**src/rtl/if_fetch_unit_pkg.sv**
```systemverilog
// ============================================================================
// Module : if_fetch_unit_pkg
// Brief  : Shared types for the LC-3b instruction-fetch front end.
// Rev    : 1.0  initial release
// ============================================================================
`default_nettype none

package if_fetch_unit_pkg;

    typedef logic [15:0] lc3b_word;

    typedef enum logic [1:0] {
        FETCH = 2'd0,
        HOLD  = 2'd1,
        DROP  = 2'd2
    } lc3b_fetch_state;

    // Next-PC source selected by the fetch FSM
    localparam logic [1:0] PC_KEEP  = 2'd0;
    localparam logic [1:0] PC_INC   = 2'd1;
    localparam logic [1:0] PC_REDIR = 2'd2;
    localparam logic [1:0] PC_PEND  = 2'd3;

endpackage

`default_nettype wire

```
**src/rtl/if_fetch_unit_pc_reg.sv**
```systemverilog
// ============================================================================
// Module : if_fetch_unit_pc_reg
// Brief  : PC / pending-redirect register pair with next-PC select.
// Rev    : 1.0  initial release
// ============================================================================
`default_nettype none

module if_fetch_unit_pc_reg
    import if_fetch_unit_pkg::*;
#(
    parameter logic [15:0] RESET_PC = 16'h0000
) (
    input  logic        clk,
    input  logic        reset_n,
    input  logic [1:0]  pc_sel_i,
    input  logic        pend_load_i,
    input  logic [15:0] redirect_pc_i,
    output logic [15:0] pc_o,
    output logic [15:0] pc_plus2_o
);

    lc3b_word pc_q, pc_d;
    lc3b_word pending_q, pending_d;
    lc3b_word pc_plus2_w;

    assign pc_plus2_w = pc_q + 16'd2;

    always_comb begin
        pc_d = pc_q;
        case (pc_sel_i)
            PC_INC:   pc_d = pc_plus2_w;
            PC_REDIR: pc_d = redirect_pc_i;
            PC_PEND:  pc_d = pending_q;
            default:  pc_d = pc_q;
        endcase
        pending_d = pend_load_i ? redirect_pc_i : pending_q;
    end

    always_ff @(posedge clk or negedge reset_n) begin
        if (!reset_n) begin
            pc_q      <= RESET_PC;
            pending_q <= 16'h0000;
        end else begin
            pc_q      <= pc_d;
            pending_q <= pending_d;
        end
    end

    assign pc_o       = pc_q;
    assign pc_plus2_o = pc_plus2_w;

endmodule

`default_nettype wire

```
**src/rtl/if_fetch_unit.sv**
```systemverilog
// ============================================================================
// Module : if_fetch_unit
// Brief  : LC-3b fetch stage; drives imem requests and the IF/ID load/flush.
//          Optional IF_FETCH_PERF_EN adds saturating fetch/bubble counters.
// Rev    : 1.0  initial release
// ============================================================================
`default_nettype none

module if_fetch_unit
    import if_fetch_unit_pkg::*;
#(
    parameter logic [15:0] RESET_PC = 16'h0000
) (
    input  logic        clk,
    input  logic        reset_n,
    output logic        imem_read,
    output logic [15:0] imem_address,
    input  logic        imem_resp,
    input  logic [15:0] imem_rdata,
    input  logic        ifid_stall,
    input  logic        redirect,
    input  logic [15:0] redirect_pc,
    output logic        fetch_valid,
    output logic [15:0] pc_plus2,
    output logic [15:0] instruction,
    output logic        ifid_load,
    output logic        ifid_flush
`ifdef IF_FETCH_PERF_EN
    ,
    output logic [15:0] perf_fetched,
    output logic [15:0] perf_bubbles
`endif
);

    lc3b_fetch_state state_q, state_d;
    lc3b_word        inst_buf_q, inst_buf_d;
    logic [1:0]      pc_sel_w;
    logic            pend_load_w;
    logic            accept_w;
    lc3b_word        pc_w;

    if_fetch_unit_pc_reg #(
        .RESET_PC (RESET_PC)
    ) u_pc_reg (
        .clk           (clk),
        .reset_n       (reset_n),
        .pc_sel_i      (pc_sel_w),
        .pend_load_i   (pend_load_w),
        .redirect_pc_i (redirect_pc),
        .pc_o          (pc_w),
        .pc_plus2_o    (pc_plus2)
    );

    assign imem_read    = reset_n & (state_q != HOLD);
    assign imem_address = pc_w;
    assign fetch_valid  = reset_n & ~redirect &
                          (((state_q == FETCH) & imem_resp) | (state_q == HOLD));
    assign instruction  = (state_q == HOLD) ? inst_buf_q : imem_rdata;
    assign accept_w     = fetch_valid & ~ifid_stall;
    assign ifid_load    = reset_n & (~ifid_stall | redirect);
    assign ifid_flush   = ifid_load & (redirect | ~fetch_valid);

    // Redirect outranks everything; in DROP the stale response only releases the FSM
    always_comb begin
        state_d     = state_q;
        inst_buf_d  = inst_buf_q;
        pc_sel_w    = PC_KEEP;
        pend_load_w = 1'b0;
        case (state_q)
            FETCH: begin
                if (redirect) begin
                    if (imem_resp) begin
                        pc_sel_w = PC_REDIR;
                    end else begin
                        pend_load_w = 1'b1;
                        state_d     = DROP;
                    end
                end else if (imem_resp) begin
                    if (accept_w) begin
                        pc_sel_w = PC_INC;
                    end else begin
                        inst_buf_d = imem_rdata;
                        state_d    = HOLD;
                    end
                end
            end
            HOLD: begin
                if (redirect) begin
                    pc_sel_w = PC_REDIR;
                    state_d  = FETCH;
                end else if (!ifid_stall) begin
                    pc_sel_w = PC_INC;
                    state_d  = FETCH;
                end
            end
            DROP: begin
                if (imem_resp) begin
                    pc_sel_w = redirect ? PC_REDIR : PC_PEND;
                    state_d  = FETCH;
                end else if (redirect) begin
                    pend_load_w = 1'b1;
                end
            end
            default: state_d = FETCH;
        endcase
    end

    always_ff @(posedge clk or negedge reset_n) begin
        if (!reset_n) begin
            state_q    <= FETCH;
            inst_buf_q <= 16'h0000;
        end else begin
            state_q    <= state_d;
            inst_buf_q <= inst_buf_d;
        end
    end

    a_no_resp_in_hold : assert property (
        @(posedge clk) disable iff (!reset_n) !((state_q == HOLD) && imem_resp)
    );

`ifdef IF_FETCH_PERF_EN
    logic [15:0] fetched_q, bubbles_q;

    always_ff @(posedge clk or negedge reset_n) begin
        if (!reset_n) begin
            fetched_q <= 16'h0000;
            bubbles_q <= 16'h0000;
        end else begin
            if (accept_w && (fetched_q != 16'hFFFF))
                fetched_q <= fetched_q + 16'd1;
            if (ifid_load && ifid_flush && (bubbles_q != 16'hFFFF))
                bubbles_q <= bubbles_q + 16'd1;
        end
    end

    assign perf_fetched = fetched_q;
    assign perf_bubbles = bubbles_q;
`endif

endmodule

`default_nettype wire
```
**config.mk**
```make
export PLATFORM = sky130hd
export DESIGN_NAME = if_fetch_unit
export DESIGN_NICKNAME = d
export VERILOG_FILES = /design/src/rtl/if_fetch_unit_pkg.sv /design/src/rtl/if_fetch_unit_pc_reg.sv /design/src/rtl/if_fetch_unit.sv
export SDC_FILE = /design/constraint.sdc
export NUM_CORES = 1
export LEC_CHECK = 0
export CAP_MARGIN = 20
export CORE_MARGIN = 2
export CORE_UTILIZATION = 47
export DETAILED_ROUTE_END_ITERATION = 8
export MAX_ROUTING_LAYER = met4
export PLACE_DENSITY = 0.81
export SETUP_SLACK_MARGIN = 0.02
export SLEW_MARGIN = 20
export SYNTH_ARGS = -nofsm -noshare
export SYNTH_HDL_FRONTEND = slang
export SYNTH_SLANG_ARGS = --single-unit
```
**constraint.sdc**
```tcl
create_clock -name clk -period 2.4 [get_ports clk]
set_clock_uncertainty 0.1 [all_clocks]
set_input_delay 0.48 -clock clk [delete_from_list [all_inputs] [get_ports clk]]
set_output_delay 0.48 -clock clk [all_outputs]
set_load 0.005 [all_outputs]
```
==> results of run 1 <==
-- per-stage QoR --
| step | utilization (%) | power [W] | instance area (um^2) | hold slack (ns) | instances |
|---|---|---|---|---|---|
| CTS | 74.6 | 0.00296 | 4390 | 0.0949 | 455 |
| floorplan | - | 0.00168 | 2860 | 0.0844 | 249 |
| global route | 75.9 | 0.00318 | 4460 | 0.0972 | 456 |
| finish | 75.9 | 0.00300 | 4460 | 0.0823 | 456 |
| detailed placement | 68.0 | 0.00231 | 4000 | 0.253 | 428 |
| global placement | 68.0 | 0.00228 | 4000 | 0.246 | 428 |
-- sequential cells by signal, summed over array words and instances, names as in the netlist --
register,flops
inst_buf_q,16
u_pc_reg.pc_o,16
u_pc_reg.pending_q,16
state_q,2
-- repair_timing --
item / 4_1_cts / 5_1_grt
setup endpoints to repair: 30 / 20
resized for setup: 49 / 26
gates cloned: 1 / 0
setup buffers: 17 / 1
endpoints found under the hold margin: 4 / 0
hold buffers: 1 / 0
pin swaps: 13 / 9
-- power breakdown --
group          switching, W  internal [W]
sequential         0.000155       0.00104
clock              0.000290      0.000232
combinational      0.000499      0.000789
total              0.000943       0.00206
-- worst register-to-register path: cells and delay by family (launching register included) --
kind            cells  cell delay, ns
simple gates        2            0.84
buf+inv             3            0.50
flops               1            0.45
compound gates      2            0.20
-- how the worst min path moves through the flow --
stage | to | slack, ns | from | cells past startpoint
after floorplan | inst_buf_q[0] | 0.08 | reset_n | 0
after global placement | inst_buf_q[14] | 0.25 | reset_n | 1
after detailed placement | state_q[1] | 0.25 | reset_n | 1
after CTS | inst_buf_q[5] | 0.09 | reset_n | 2
after global routing | inst_buf_q[3] | 0.1 | reset_n | 2
final | inst_buf_q[3] | 0.08 | reset_n | 2
-- cell families after synthesis --
group,count (synthesis)
fa+ha+maj,1
compound gates,42
simple gates,58
xor+xnor,13
mux,58
flops,50
buf+inv,27
-- layout make-up --
cell class              instances  area [um^2]
multi-input cells             172         1630
well taps                      75         93.8
clock inverters                 2         12.5
flip-flops and latches         50         1260
clock buffers                   6         82.6
inverters                      10         37.5
repair buffers                141         1350
fillers                       388         1420
-- synthesized netlist by cell type, drive strengths merged (2+ instances only) --
cell | n | area share, %
dfrtp | 50 | 44
mux2 | 48 | 19
o211ai | 14 | 3.7
a211oi | 13 | 3.6
buf | 13 | 3.4
xnor2 | 12 | 3.7
inv | 10 | 1.3
mux2i | 10 | 3.5
nand2 | 10 | 1.3
nor3 | 9 | 1.6
or4 | 7 | 1.8
a21boi | 6 | 1.6
nand3 | 6 | 1.2
clkbuf | 4 | 0.87
nand4 | 4 | 1.3
a21oi | 3 | 0.52
and2 | 3 | 0.74
nand2b | 3 | 0.66
nor2 | 3 | 0.39
a31oi | 2 | 0.44
nor2b | 2 | 0.44
nor3b | 2 | 0.70
nor4 | 2 | 0.44
or3 | 2 | 0.61
-- per-layer routing --
metal / vias to the layer above / track usage [%] / part of all wire [%]
met5: - / - / 0
met4: 0 / 6.17 / 1.9
li1: 1182 / - / -
met2: 117 / 41.3 / 49
met1: 1276 / 32.0 / 43
met3: 14 / 4.84 / 6.4
==> metrics, run 1 <==
routed len/inst=approximately 17 um; H-Tree Level Count=2; row cnt=28; setup TNS=0 ns; Unique masters post-synth=45; Period minus WS final=between 2 and 2.5 ns; Worst Tran Pin Value=around 0.51 ns; largest net degree at the start of global routing=40; Slew HR=between 60 and 70%; VDD IR max=approximately 0.35 mV; Initial DRC Count=114; Bufs on Longest Clock Path=2; Max Fclk=~420 MHz; ys async rst share=100%; r2r startpoint=state_q[0]; Critical Path Source=u_pc_reg.pc_o[2]; Pre-Repair DR Iteration Count=4; Area Growth Syn to Fin=56.1%; GR Overflow Total=0; initial antenna violation count=0; compound-gate portion of the synthesized area=a little over a tenth; Synth Area in Adders=less than 1%; commonest non-fill, non-tap cells in the layout=56 x clkdlybuf4s50_1, 48 x mux2_2, 46 x dfrtp_1, 44 x buf_4; CP endpoint kind=primary output; worst path required time=roughly 1.8 ns; CTS tree=built; RSZ-0062 raised after global routing=yes; xor/xnor share of the synthesized area=3.98%; Max-Cap Viols=0; global-route wire length before repair=roughly 13 mm; DRC viols=0; pre-CTS setup slack=-0.153 ns; Final Cycle Share=a little over nine tenths; Final Wtd Congestion=around 0.86; critical path type=reg2out; CP top delay family=buffers and inverters; Yosys warning total=0; status=completed; mapped cell area=2860 um^2; core area=a little under 6000 um^2; HPWL after DPL=5.04 mm; Clock transition at path regs=~0.090 ns; Die H=approximately 82 um; slowest cell on the critical path=dfrtp_1; PwrDens=672 nW/um^2; CP Max Fanout=4; commonest non-fill, non-tap cell in the layout=clkdlybuf4s50_1; Worst Hold Class=in2async; register area share after synthesis=between 40% and 50%; type of origin of the critical path=register; CTS root buf=clkbuf_8; Total Wirelength=roughly 8 mm; CTS buffer count=5; Crit. path cell count=7; via count=between 2000 and 3000; TritonCTS Sinks=50; crit path cell chain=ha_4 > nand4_4 > nor4_2 > buf_4 > xnor2_2 > inv_1 > dlygate4sd2_1; Starting Density=between 40 and 50%; Port-buffer cells=88; post-synthesis mux area share=~22%; WP data arrival=between 1.5 and 2 ns; all-layer global routing usage=between 20% and 30%; Static Leak=~2.0 nW; Net count, final=between 400 and 500; Simple-Gate Fraction of Synth Area=between 10% and 20%; final hold vios=0; post-DR vias/cell=5.68; post-synthesis register bit count=50; number of synthesized flops with an enable pin=0; die area=6730 um^2; Synth Instances=approximately 250; top-level I/O count=a little under 90; layout cells sized above 1=between 30% and 40%; worst setup path end=pc_plus2[15]; Final Worst Setup Slack=between 0.02 and 0.025 ns; worst skew pair latency=about 0.31 ns; Synth Area per Inst=approximately 11 um^2; # setup viols final=0; diode count=0; CP Buf/Inv Count=3; setup slack, reg-to-reg=between 0.2 and 0.25 ns; vias in the first global route=~2600; Routed Antenna Nets=0; die width=~80 um; Synth Flop Type=dfrtp_1; R2R cell count=7; syn_nets=approximately 290; reg2reg end=u_pc_reg.pc_o[5]; CP peak stage delay=about 0.43 ns; main combinational cell family by area after synthesis=multiplexers; Max Slew Vio Count=0
Power figures use the tool's default switching activity.
==> run 2: changes to the inputs <==
--- a/config.mk
+++ b/config.mk
@@ -5,6 +5,7 @@
 export SDC_FILE = /design/constraint.sdc
 export NUM_CORES = 1
 export LEC_CHECK = 0
+export ABC_AREA = 1
 export CAP_MARGIN = 20
 export CORE_MARGIN = 2
 export CORE_UTILIZATION = 47
==> run 2 against run 1 <==
Hold slack gained 0.14 ns. Clock power fell by 10%. Sequential power is essentially flat. Power grew 9.1%. Combinational power rose by 25%. Sequential share of layout area increased by 1.0 points. Synthesized cell count increased by 55%. Largest power group unchanged. Critical path depth did not move. Cell count up 28%.
==> metrics, run 2 <==
status=completed (unchanged); r2r startpoint=u_pc_reg.pc_o[2] (was state_q[0]); crit path cell chain=ha_2 > nand2_2 > nor2_4 > buf_6 > buf_4 > xor2_2 > dlygate4sd2_1 (was ha_4 > nand4_4 > nor4_2 > buf_4 > xnor2_2 > inv_1 > dlygate4sd2_1); Max-Cap Viols=0 (unchanged); placed cell count=556 (was 428); slowest cell on the critical path=dfrtp_1 (unchanged); top-level I/O count=89 (unchanged); sequential power share=36.5% (was 39.7%); worst skew pair latency=0.30 ns (was 0.31 ns); fin cells=584 (was 456); top post-synthesis cells by area=dfrtp_1 44%, nand2_1 13%, o21ai_0 7.9% (was dfrtp_1 44%, mux2_2 19%, o211ai_1 3.7%); Initial DRC Count=233 (was 114); HPWL after DPL=5.46 mm (was 5.04 mm); R2R cell count=16 (was 7); all-layer global routing usage=25.8% (was 25.1%); CTS root buf=clkbuf_8 (unchanged); internal power=0.00210 W (was 0.00206 W); Worst Hold Class=in2async (unchanged); number of synthesized flops with an enable pin=0 (unchanged); pre-CTS setup slack=-0.123 ns (was -0.153 ns); fin util=73.1% (was 75.9%); reg2reg end=u_pc_reg.pc_o[7] (was u_pc_reg.pc_o[5]); initial antenna violation count=0 (unchanged); Net count, final=547 (was 418); # setup viols final=0 (unchanged); setup TNS=0 ns (unchanged); Worst Tran Pin Value=0.633 ns (was 0.514 ns); post-DR vias/cell=5.12 (was 5.68); Synth Instances=386 (was 249); mapped cell area=2850 um^2 (was 2860 um^2); register area share after synthesis=43.9% (was 43.7%); commonest non-fill, non-tap cells in the layout=96 x nand2_1, 56 x clkdlybuf4s50_1, 53 x inv_1, 47 x dfrtp_1, 41 x o21ai_0 (was 56 x clkdlybuf4s50_1, 48 x mux2_2, 46 x dfrtp_1, 44 x buf_4); Bufs on Longest Clock Path=2 (unchanged); DRC viols=0 (unchanged); Commonest cells post-synth=100 x nand2_1, 55 x inv_1, 50 x dfrtp_1, 45 x o21ai_0 (was 50 x dfrtp_1, 48 x mux2_2, 14 x o211ai_1, 12 x a211oi_1, 12 x xnor2_1); type of origin of the critical path=register (unchanged); PwrDens=761 nW/um^2 (was 672 nW/um^2); Static Leak=2.17 nW (was 2.04 nW); die width=81.9 um (was 82.0 um); Clk pwr share=14.4% (was 17.4%); largest net degree at the start of global routing=51 (was 40); Period minus WS final=2.33 ns (was 2.38 ns); leading area contributor after synthesis=dfrtp_1 (unchanged); WP data arrival=1.75 ns (was 1.80 ns); diode count=0 (unchanged); Area Growth Syn to Fin=50.9% (was 56.1%); syn_nets=424 (was 287); Unique masters post-synth=30 (was 45); Pre-Repair DR Iteration Count=5 (was 4); Final Worst Setup Slack=0.0656 ns (was 0.0241 ns); final hold vios=0 (unchanged); global-route wire length before repair=12.9 mm (was 12.5 mm); Port-buffer cells=88 (unchanged); CP peak stage delay=0.38 ns (was 0.43 ns); VDD IR max=0.441 mV (was 0.352 mV); CP Max Fanout=3 (was 4); Starting Density=48.4% (was 48.6%); commonest non-fill, non-tap cell in the layout=nand2_1 (was clkdlybuf4s50_1); Final Cycle Share=97.3% (was 99.0%); top-count cell post-synth=nand2_1 (was dfrtp_1); Slew HR=57.8% (was 65.7%); row cnt=28 (unchanged); Max Fclk=428 MHz (was 421 MHz); worst path required time=1.82 ns (about the same); post-synthesis register bit count=50 (unchanged); Max Slew Vio Count=0 (unchanged); Post-CTS Hold Fix Bufs=0 (was 1); Synth Area per Inst=7.39 um^2 (was 11.5 um^2); die area=6710 um^2 (was 6730 um^2); Synth Flop Type=dfrtp_1 (unchanged); Total Wirelength=8.12 mm (was 7.81 mm); H-Tree Level Count=2 (unchanged); TritonCTS Sinks=50 (unchanged); Yosys warning total=0 (unchanged); Synth top area share=43.9% (was 43.7%); Final Wtd Congestion=0.891 (was 0.861); Clock transition at path regs=0.09 ns (about the same); Routed Antenna Nets=0 (unchanged); layout cells sized above 1=19.8% (was 37.8%); ys async rst share=100% (unchanged); core area=5890 um^2 (unchanged); routed len/inst=13.9 um (was 17.1 um); CP endpoint kind=primary output (unchanged); via count=2992 (was 2589); GR Overflow Total=0 (unchanged); Die H=81.9 um (was 82.0 um); CTS tree=built (unchanged); vias in the first global route=2855 (was 2614); critical path type=reg2out (unchanged); setup slack, reg-to-reg=0.07 ns (was 0.22 ns); power share of the combinational group=49.2% (was 42.9%); sw frac=35.8% (was 31.4%); CTS buffer count=5 (unchanged); NetSw=0.00117 W (was 0.000943 W)
[run 2: changes by cell type after synthesis, moves of 7 or more]
cell / delta
nand3_1: +26
a211oi_1: -11
xor2_1: +7
o21ai_0: +44
or4_1: -7
a21oi_1: +8
nor2_1: +28
mux2i_1: -10
nand2_1: +90
xnor2_1: -11
nor3_1: -7
o211ai_1: -11
inv_1: +45
mux2_2: -42
[run 2: cells by family after synthesis]
logic type | count (synthesis) | synth area share (%)
AOI/OAI and AO/OA | 66 | 12.6
xor gates and xnor gates | 9 | 2.76
adders and majority gates | 1 | 0.439
buffers and inverters | 72 | 10.0
DFF | 50 | 43.9
muxes | 6 | 2.37
and+or+nand+nor | 182 | 27.9
[run 2: repair_timing]
item                                   in CTS  in global routing
endpoints found under the hold margin       0                  0
buffers inserted                           11                 10
gates cloned                                1                  0
gates resized for setup                    40                 37
setup endpoints to repair                  30                 15
pin swaps                                   8                 12
[run 2: worst max-delay path, delay by kind of cell (launching register included)]
| kind | cells | cell delay [ns] |
|---|---|---|
| xor+xnor | 1 | 0.15 |
| fa+ha+maj | 1 | 0.21 |
| buf+inv | 3 | 0.48 |
| flops | 1 | 0.38 |
| simple gates | 2 | 0.23 |
[run 2: final cells by class]
| class | count | area [um^2] |
|---|---|---|
| fill | 435 | 1580 |
| multi-input combinational | 264 | 1430 |
| sequential | 50 | 1250 |
| timing repair buffer | 130 | 1230 |
| inverter | 58 | 218 |
| tap | 75 | 93.8 |
| clock buffer | 7 | 76.3 |
[run 2: worst max path at each step]
stage                          start      endpoint  slack (ns)  cells past startpoint
finish              u_pc_reg.pc_o[2]   pc_plus2[5]        0.07                      7
global route        u_pc_reg.pc_o[1]   pc_plus2[8]      -0.002                      9
CTS                 u_pc_reg.pc_o[2]  pc_plus2[15]       -0.17                      8
detailed placement          redirect    ifid_flush       -0.12                      6
global placement            redirect    ifid_flush       -0.04                      6
floorplan           u_pc_reg.pc_o[1]  pc_plus2[13]        0.57                      6
[run 2: per-layer routing]
layer / up-vias / global-route usage (%) / part of all wire [%]
met5: - / - / 0
met4: 0 / 8.50 / 2.5
met3: 24 / 5.82 / 7.3
met2: 147 / 43.6 / 50
met1: 1364 / 30.6 / 41
li1: 1457 / - / -
[run 2: power by group through the flow]
stage          Clock (W)  Sequential, W  Combinational, W
2_1_floorplan          0        0.00119          0.000612
3_3_place_gp           0        0.00119           0.00134
3_5_place_dp           0        0.00120           0.00138
4_1_cts         0.000477        0.00118           0.00146
5_1_grt         0.000517        0.00122           0.00178
6_report        0.000470        0.00119           0.00161
[run 2: per-stage QoR]
step	total power [W]	hold slack [ns]	area (um^2)
6_report	0.00327	0.222	4300
5_1_grt	0.00351	0.283	4300
4_1_cts	0.00312	0.263	4160
3_5_place_dp	0.00258	0.374	3950
3_3_place_gp	0.00253	0.365	3950
2_1_floorplan	0.00180	0.0844	2850
==> run 3: changes to the inputs <==
--- a/config.mk
+++ b/config.mk
@@ -12,6 +12,7 @@
 export DETAILED_ROUTE_END_ITERATION = 8
 export MAX_ROUTING_LAYER = met4
 export PLACE_DENSITY = 0.81
+export RECOVER_POWER = 50
 export SETUP_SLACK_MARGIN = 0.02
 export SLEW_MARGIN = 20
 export SYNTH_ARGS = -nofsm -noshare
==> run 3 against run 2 <==
Sequential share of layout area grew 0.25 points. Final area shrank 0.84%. Clock power about the same. Global-route usage did not move. Power decreased by 0.30%. Die area unchanged. Count of clock-buffer cells in the layout is the same. Critical path type unchanged. Critical endpoint unchanged. Highest routed layer unchanged.
==> metrics, run 3 (synthesis results as in run 2) <==
status=completed (unchanged); global-route wire length before repair=12.9 mm (unchanged); fin util=72.5% (was 73.1%); Max-Cap Viols=0 (unchanged); core area=5890 um^2 (unchanged); die area=6710 um^2 (unchanged); PwrDens=765 nW/um^2 (was 761 nW/um^2); Worst Hold Class=reg2reg (was in2async); commonest non-fill, non-tap cells in the layout=96 x nand2_1, 56 x clkdlybuf4s50_1, 54 x inv_1, 47 x dfrtp_1, 41 x o21ai_0 (was 96 x nand2_1, 56 x clkdlybuf4s50_1, 53 x inv_1, 47 x dfrtp_1, 41 x o21ai_0); placed cell count=556 (unchanged); # setup viols final=0 (unchanged); WP data arrival=1.75 ns (about the same); initial antenna violation count=0 (unchanged); Max Slew Vio Count=0 (unchanged); diode count=0 (unchanged); Net count, final=547 (unchanged); routed len/inst=13.9 um (about the same); DRC viols=0 (unchanged); Total Wirelength=8.13 mm (was 8.12 mm); die width=81.9 um (unchanged); Die H=81.9 um (unchanged); Slew HR=17.1% (was 57.8%); worst skew pair latency=0.30 ns (about the same); Port-buffer cells=88 (unchanged); Post-CTS Hold Fix Bufs=0 (unchanged); Initial DRC Count=239 (was 233); H-Tree Level Count=2 (unchanged); top-level I/O count=89 (unchanged); post-DR vias/cell=5.10 (was 5.12); Max Fclk=429 MHz (was 428 MHz); CP top delay family=buffers and inverters (unchanged); CTS tree=built (unchanged); Routed Antenna Nets=0 (unchanged); CP Buf/Inv Count=3 (unchanged); Area Growth Syn to Fin=49.6% (was 50.9%); CP endpoint kind=primary output (unchanged); final hold vios=0 (unchanged); Final Cycle Share=97.2% (was 97.3%); VDD IR max=0.440 mV (was 0.441 mV); Starting Density=48.4% (unchanged); via count=2979 (was 2992); GR Overflow Total=0 (unchanged); largest net degree at the start of global routing=51 (unchanged); slowest cell on the critical path=dfrtp_1 (unchanged); Worst Tran Pin Value=1.24 ns (was 0.633 ns); Period minus WS final=2.33 ns (about the same); Final Worst Setup Slack=0.0678 ns (was 0.0656 ns); pre-CTS setup slack=-0.123 ns (unchanged); CP Max Fanout=3 (unchanged); worst path required time=1.82 ns (about the same); all-layer global routing usage=25.8% (unchanged); fin cells=584 (unchanged); CTS root buf=clkbuf_8 (unchanged); CTS buffer count=5 (unchanged); CP peak stage delay=0.38 ns (about the same); layout cells sized above 1=19.3% (was 19.8%); crit path cell chain=ha_2 > nand2_2 > nor2_4 > buf_6 > buf_4 > xor2_2 > dlygate4sd2_1 (unchanged); commonest non-fill, non-tap cell in the layout=nand2_1 (unchanged); Final Wtd Congestion=0.891 (unchanged); row cnt=28 (unchanged); Static Leak=2.16 nW (was 2.17 nW); Pre-Repair DR Iteration Count=4 (was 5); Clock transition at path regs=0.09 ns (about the same); Bufs on Longest Clock Path=2 (unchanged); type of origin of the critical path=register (unchanged); HPWL after DPL=5.46 mm (unchanged); vias in the first global route=2855 (unchanged); TritonCTS Sinks=50 (unchanged); critical path type=reg2out (unchanged)
[run 3: changes by cell type in the layout (fill, tap and decap cells not counted), moves of 2 or more]
cell	delta
clkbuf_2	+3
buf_4	-3
buf_12	-2
clkbuf_4	+2
[run 3: path summary, 6_finish.rpt]
check,from,endpoint,slack [ns],depth (start not counted)
max reg2reg,u_pc_reg.pc_o[2],u_pc_reg.pc_o[7],0.07,16
min,inst_buf_q[11],inst_buf_q[11],0.39,2
max in group asynchronous,reset_n,state_q[1],0.81,2
min reg2reg,inst_buf_q[11],inst_buf_q[11],0.39,2
min in group asynchronous,reset_n,u_pc_reg.pc_o[15],0.54,2
max,u_pc_reg.pc_o[2],pc_plus2[5],0.07,7
[run 3: stage by stage]
stage | setup TNS (ns) | hold slack, ns | total power, W | instance area (um^2)
after CTS | -0.278 | 0.263 | 0.00312 | 4160
after global routing | -0.00574 | 0.421 | 0.00350 | 4270
after detailed placement | -0.155 | 0.374 | 0.00258 | 3950
after global placement | -0.0380 | 0.365 | 0.00253 | 3950
final | 0 | 0.390 | 0.00326 | 4270
after floorplan | 0 | 0.0844 | 0.00180 | 2850
[run 3: cell type report]
type | instances | area [um^2]
Inverter | 58 | 218
Tap cell | 75 | 93.8
Clock buffer | 7 | 76.3
Multi-Input combinational cell | 264 | 1420
Timing Repair Buffer | 130 | 1200
Fill cell | 442 | 1620
Sequential cell | 50 | 1250
[run 3: what timing repair did]
action | 4_1_cts | 5_1_grt
gates cloned | 1 | 0
setup buffers | 11 | 10
endpoints found under the setup margin | 30 | 15
pin swaps | 8 | 12
resized for setup | 40 | 37
[run 3: power by group]
part	total (W)	switching [W]	internal [W]
registers	0.00120	0.000159	0.00104
clock network	0.000468	0.000267	0.000201
logic	0.00160	0.000743	0.000855
[run 3: routing by layer]
metal  GRT usage, %  share of wire [%]  routed length (um)
met5              -                  0                   0
met4           8.50                2.2                 177
met3           5.82                5.8                 474
met2           43.6                 50                4050
met1           30.6                 42                3420
[run 3: worst reg2reg max path, stage by stage, from the launching register on]
cell     delay, ns
dfrtp_1       0.38
ha_2          0.21
nand2_2       0.08
nor2_4        0.15
buf_6         0.11
buf_4         0.12
nand3_2       0.09
xnor2_2       0.15
buf_4         0.13
buf_4         0.12
buf_4         0.13
buf_4         0.12
buf_4         0.12
nand2_1       0.05
nand2_1       0.05
nand2_1       0.07
a21oi_2       0.05
